<file path="src/rtl/tybec_axis_pkg.sv">
// Shared types and constants for the TyBEC AXI4-Stream output bridge.
package tybec_axis_pkg;

  localparam int TY_GVECT         = 1;
  localparam int C_DATA_WIDTH_DEF = 32 * TY_GVECT;
  localparam int CH_MAX           = 8;
  localparam int DATA_W_MAX       = 512;

  typedef logic [C_DATA_WIDTH_DEF-1:0] chan_word_t;

  // Pointer width that never collapses to zero bits.
  function automatic int clog2_min1(input int n);
    return (n <= 2) ? 1 : $clog2(n);
  endfunction

endpackage

</file>
<file path="src/rtl/tybec_axis_chan_fifo.sv">
// Single-clock register-array FIFO backing one output channel of the fork.
module tybec_axis_chan_fifo
  import tybec_axis_pkg::*;
#(
  parameter int W     = C_DATA_WIDTH_DEF,
  parameter int DEPTH = 2
) (
  input  logic         i_clk,
  input  logic         i_rst,
  input  logic         i_push,
  input  logic [W-1:0] i_din,
  output logic         o_full,
  input  logic         i_pop,
  output logic [W-1:0] o_dout,
  output logic         o_empty
);

  localparam int PW = clog2_min1(DEPTH);
  localparam int CW = PW + 1;

  logic [DEPTH-1:0][W-1:0] r_mem;
  logic [PW-1:0]           r_wr_ptr;
  logic [PW-1:0]           r_rd_ptr;
  logic [CW-1:0]           r_cnt;
  logic                    w_push;
  logic                    w_pop;

  assign o_full  = (r_cnt == CW'(DEPTH));
  assign o_empty = (r_cnt == '0);
  assign w_push  = i_push & ~o_full;
  assign w_pop   = i_pop & ~o_empty;
  // Storage is cleared on reset so the output word reads zero while held.
  assign o_dout  = r_mem[r_rd_ptr];

  always_ff @(posedge i_clk or posedge i_rst) begin
    if (i_rst) begin
      r_mem    <= '0;
      r_wr_ptr <= '0;
      r_rd_ptr <= '0;
      r_cnt    <= '0;
    end else begin
      if (w_push) begin
        r_mem[r_wr_ptr] <= i_din;
        r_wr_ptr        <= r_wr_ptr + PW'(1);
      end
      if (w_pop) r_rd_ptr <= r_rd_ptr + PW'(1);
      case ({w_push, w_pop})
        2'b10:   r_cnt <= r_cnt + CW'(1);
        2'b01:   r_cnt <= r_cnt - CW'(1);
        default: r_cnt <= r_cnt;
      endcase
    end
  end

endmodule

</file>
<file path="src/rtl/tybec_axis_fork.sv">
// Fans one main-pipeline output beat out to independent AXI4-Stream master channels.
module tybec_axis_fork
  import tybec_axis_pkg::*;
#(
  parameter int C_DATA_WIDTH   = C_DATA_WIDTH_DEF,
  parameter int C_NUM_CHANNELS = 2,
  parameter int C_DEPTH        = 2
) (
  input  logic                                         aclk,
  input  logic                                         areset,
  input  logic                                         i_tvalid,
  input  logic [C_NUM_CHANNELS-1:0][C_DATA_WIDTH-1:0]  i_tdata,
  output logic                                         i_tready,
  output logic [C_NUM_CHANNELS-1:0]                    m_tvalid,
  output logic [C_NUM_CHANNELS-1:0][C_DATA_WIDTH-1:0]  m_tdata,
  input  logic [C_NUM_CHANNELS-1:0]                    m_tready,
  output logic                                         o_idle
);

  logic [C_NUM_CHANNELS-1:0] w_full;
  logic [C_NUM_CHANNELS-1:0] w_empty;
  logic [C_NUM_CHANNELS-1:0] w_pop;
  logic                      w_push;

  // Ready depends only on registered occupancy, so no path from m_tready.
  assign i_tready = ~areset & ~(|w_full);
  assign w_push   = i_tvalid & i_tready;
  assign m_tvalid = ~w_empty;
  assign w_pop    = m_tvalid & m_tready;
  assign o_idle   = &w_empty;

  for (genvar gi = 0; gi < C_NUM_CHANNELS; gi++) begin : g_ch
    tybec_axis_chan_fifo #(
      .W     (C_DATA_WIDTH),
      .DEPTH (C_DEPTH)
    ) u_fifo (
      .i_clk   (aclk),
      .i_rst   (areset),
      .i_push  (w_push),
      .i_din   (i_tdata[gi]),
      .o_full  (w_full[gi]),
      .i_pop   (w_pop[gi]),
      .o_dout  (m_tdata[gi]),
      .o_empty (w_empty[gi])
    );
  end

endmodule
</file>
<file path="config.mk">
export PLATFORM = sky130hd
export DESIGN_NAME = tybec_axis_fork
export DESIGN_NICKNAME = d
export VERILOG_FILES = /design/src/rtl/tybec_axis_pkg.sv /design/src/rtl/tybec_axis_chan_fifo.sv /design/src/rtl/tybec_axis_fork.sv
export SDC_FILE = /design/constraint.sdc
export NUM_CORES = 1
export LEC_CHECK = 0
export CAP_MARGIN = 5
export CORE_MARGIN = 5
export CORE_UTILIZATION = 45
export CTS_CLUSTER_DIAMETER = 60
export DETAILED_ROUTE_END_ITERATION = 16
export PLACE_DENSITY = 0.75
export SLEW_MARGIN = 30
export SYNTH_ARGS = -nofsm -noshare
export SYNTH_HDL_FRONTEND = slang
export SYNTH_SLANG_ARGS = --single-unit
</file>
<file path="constraint.sdc">
create_clock -name aclk -period 14.59 [get_ports aclk]
set_clock_uncertainty 0.05 [all_clocks]
set_input_delay 4.377 -clock aclk [delete_from_list [all_inputs] [get_ports aclk]]
set_output_delay 4.377 -clock aclk [all_outputs]
set_load 0.005 [all_outputs]
</file>
Yosys cells after proc, flatten, opt, wreduce, memory -nomap -nowiden --
Cells that the tools add are included.
Word-level totals: flip-flop bits (word level) 136, output and inout port bits 68, word-level logic and storage cells 64
Cells by class: add/sub/neg operators 8, magnitude comparators 6, eq/ne operators 6, muxes and demuxes 12, bitwise logic cells 14, reduce and logical (&&, ||, !) cells 8
Operator list (number):
- $mux W32 | 6
- $bwmux W64 | 2
- $demux W32 S1 | 2
- $eq A2 B2 Y1 const B | 4
- $lt A1 B2 Y1 const B | 4
- $pmux W2 S2 | 2
- $and A1 B1 Y1 | 6
- $not A1 Y1 | 6
- $add A1 B1 Y1 const B | 4
- $add A2 B1 Y2 const B | 2
- $eq A2 B1 Y1 const B | 2
- $logic_not A2 Y1 | 2
- $reduce_bool A2 Y1 | 2
- $sub A2 B1 Y2 const B | 2
- $and A2 B2 Y2 | 1
- $ge A1 B1 Y1 const B | 2
- $logic_and A1 B1 Y1 | 2
- $not A2 Y2 | 1
- $reduce_and A2 Y1 | 1
- $reduce_or A2 Y1 | 1

Depth between registers and ports, before layout --
depth in word-level cells 8, gate-level depth with buffers 7

By module --
A second synthesis with hierarchy kept.
Unflattened totals: cells, all modules 387, area total of the unflattened synthesis 6319.8 um^2
By module, submodules not included:
- tybec_axis_chan_fifo | instances 2, cells an instance 190, area each 3136.8 um^2, seq. area each 1701.6 um^2
- tybec_axis_fork | instances 1, cells an instance 7, area each 46.3 um^2, seq. area each 0.0 um^2

Worst setup path before layout --
Ideal clock, no wire load.
kind input to output, start input port areset, end output port i_tready, arrival 4581 ps, data required time 10163 ps, setup slack 5582 ps, stages on the path 1, path buffers 0, path through nor3_1
On the way: cells in the longest elaborated chain, start to end 2
Ends and longest elaborated chain:
- start: declaration | RTL line tybec_axis_fork.sv:10 | input logic areset,
- $not A1 Y1 | RTL line tybec_axis_fork.sv:26 | assign i_tready = ~areset & ~(|w_full);
- $and A1 B1 Y1 | RTL line tybec_axis_fork.sv:26
- end: declaration | RTL line tybec_axis_fork.sv:13 | output logic i_tready,
No other way between the ends.

Worst setup path in the final report --
Same ends and word-level chain as after synthesis.

==> qor.csv <==
metric,value,unit
die_w,129.8,um
cp_max_fo,7,
n_fill_cell,1067,
syn_nets,453,
drive_gt1_frac,0.4355,
port_buffers,136,
via_per_inst,5.070,
cp-end-kind,output pin,
hold_path_depth,1,
critPathMaxStageDelay,0.71,ns
worst-path-buf-inv,2,
hold_violations,0,
fin_ws,4.244,ns
critPathKind,input port to output pin,
min_from,g_ch[1].u_fifo.r_rd_ptr$_DFFE_PP0P_,
dpl_cell_area,7939,um^2
die-area,16840,um^2
ys_seq_elements,136,
rsz0062_at_grt,false,
start_util,0.4615,
ys_seq_area_frac,0.5271,
worstMarginPinSlew,0.8077,ns
dp_hpwl,8888,um
leakage,0.003687,uW
area_growth,32.29,%
numClockSinks,136,
use_met3,0.07081,
startpoint_type,input port,
holdPathEnd,g_ch[1].u_fifo.r_rd_ptr$_DFFE_PP0P_,
dp_slack,4.259,ns
post_drt_wl_per_cell,18.83,um
grt_max_degree,92,
grt_pass1_wl,21770,um
syn_area,6456,um^2
grtUsageMet2,0.2748,
grt_antenna_before_repair,0,
tritoncts,yes,
crit_family,buffers and inverters,
layout.area.seq,3403,um^2
setup_viol,0,
yosysTopAreaCell,dfrtp_1,
startpoint,areset,
p_total,2067,uW
cts_max_level,4,
drt-initial-drc-count,132,
slew_violations,0,
yosys.area.top_type_share,0.5271,
fin_tns_setup,0,ns
powerDensity,242.0,nW/um^2
utilization,0.6106,
post-cts-setup-buffer-count,0,
ys_top_cells_by_area,"dfrtp_1, mux2_4, mux2_2",
core_area,13990,um^2
synthCells,382,
final_cell_mix,"dfrtp_1, clkdlybuf4s50_1, mux2_4, mux2_2, clkbuf_16",
drt-total-wl,13470,um
r2r-start,g_ch[0].u_fifo.r_cnt[1]$_DFFE_PP0P_,
grt.overflow.total,0,
cp_data_required_time,10.16,ns
fin_crit,10.35,ns
fin_area,8541,um^2
synthDistinctLibCells,19,
first_global_vias,4206,
drc,0,
first_pass_iters,5,
relSlewSlack,0.4616,
maxCapViolations,0,
worstRegToRegCells,4,
period_share,0.7091,
use_met1,0.2049,
yosysWarningCount,0,
vias,3625,
post_synth.cell_area_avg,16.90,um^2
ant_nets,0,
vdd_drop_max,0.0001263,V
grt_usage,0.1686,
crit_slowest_cell,clkdlybuf4s50_1,
max_freq,96.65,MHz
fp.dieH,129.8,um
rrSetupSlack,12.60,ns
cts_buffers,17,
gp_congestion,0.7133,
multi_input_area,2877,um^2
hp-class,flop to flop,
insertedDiodeCount,0,
hold_buffers,0,
cts_root_buffer,clkbuf_16,
cts.clk_slew.worst_paths,0.05,ns
cpMostUsedCell,clkdlybuf4s50_1,
status,"complete, no violations",
io_pins,137,
rr_endpoint,g_ch[1].u_fifo.r_mem[31]$_DFFE_PP0P_,
worstSkewPairLatency,0.42,ns
cts_resized,0,
clockBufferDepth,2,
fin_nets,595,
cp_cell_sequence,clkdlybuf4s50_1 > nor3_1 > clkdlybuf4s50_1,
cp.arrival,5.92,ns
num_rows,43,
grt_busiest_layer,met2,
## through the flow
| stage | hold slack [ns] | instances |
|---|---|---|
| floorplan | 0.4022 | 382 |
| global placement | 0.4077 | 685 |
| detailed placement | 0.4344 | 685 |
| CTS | 0.4413 | 715 |
| global route | 0.4623 | 715 |
| finish | 0.4377 | 715 |
## cell usage after synthesis
cell type and instances:
and2_1 2, nor2_1 3, nor3_1 1, inv_1 3
dfrtp_1 136, or2_2 2, nor2b_4 2, mux2_2 80
clkbuf_1 8, buf_6 12, ha_1 2, mux2_4 110
xor2_1 6, nand2_1 2, nor4_4 4, xnor2_1 4
nand2b_1 2, nor4b_2 1, mux2_1 2
## sequential cells by signal, summed over array words and instances (netlist names)
| register | count |
|---|---|
| g_ch.u_fifo.r_wr_ptr | 2 |
| g_ch.u_fifo.r_cnt | 4 |
| g_ch.u_fifo.r_mem | 128 |
| g_ch.u_fifo.r_rd_ptr | 2 |
## routing by layer
| layer | wire length, um | vias to the layer above |
|---|---|---|
| li1 | - | 1647 |
| met1 | 5672 | 1873 |
| met2 | 6680 | 96 |
| met3 | 1010 | 9 |
| met4 | 103 | 0 |
| met5 | 0 | - |
## worst max-delay path by stage
stage                    end  slack (ns)  cells past startpoint
global route        i_tready        4.18                      3
CTS                 i_tready        4.23                      3
floorplan           i_tready        5.58                      1
finish              i_tready        4.24                      3
detailed placement  i_tready        4.26                      3
global placement    i_tready        4.24                      3
## report_power, final
| part | internal (uW) | leakage (uW) | total [uW] | switching (uW) |
|---|---|---|---|---|
| registers | 572 | 0.00162 | 678 | 106 |
| clock network | 288 | 0.000294 | 443 | 154 |
| logic | 654 | 0.00177 | 946 | 292 |
| total | 1510 | 0.00369 | 2070 | 553 |
## layout make-up
| class | instances | share of cell area |
|---|---|---|
| well taps | 180 | 0.02637 |
| multi-input cells | 223 | 0.3368 |
| flip-flops and latches | 136 | 0.3985 |
| clock buffers | 22 | 0.05318 |
| repair buffers | 143 | 0.1660 |
| clock inverters | 8 | 0.01729 |
| inverters | 3 | 0.001904 |
## kinds of logic (layout without fill, tap and decap cells)
logic type,Yosys count,in the layout,synth area share
xor gates and xnor gates,10,10,0.01357
and+or+nand+nor,19,19,0.02926
buffers and inverters,23,176,0.02733
muxes,192,192,0.3988
DFF,136,136,0.5271
adders and majority gates,2,2,0.003875
## worst reg2reg max path, cell delays in order (launching register included)
cell	delay, ns
dfrtp_1	0.40
nor2b_4	0.18
nor4_4	0.27
buf_4	0.54
mux2_2	0.43
Note: power is estimated with default switching activity, not from simulation.
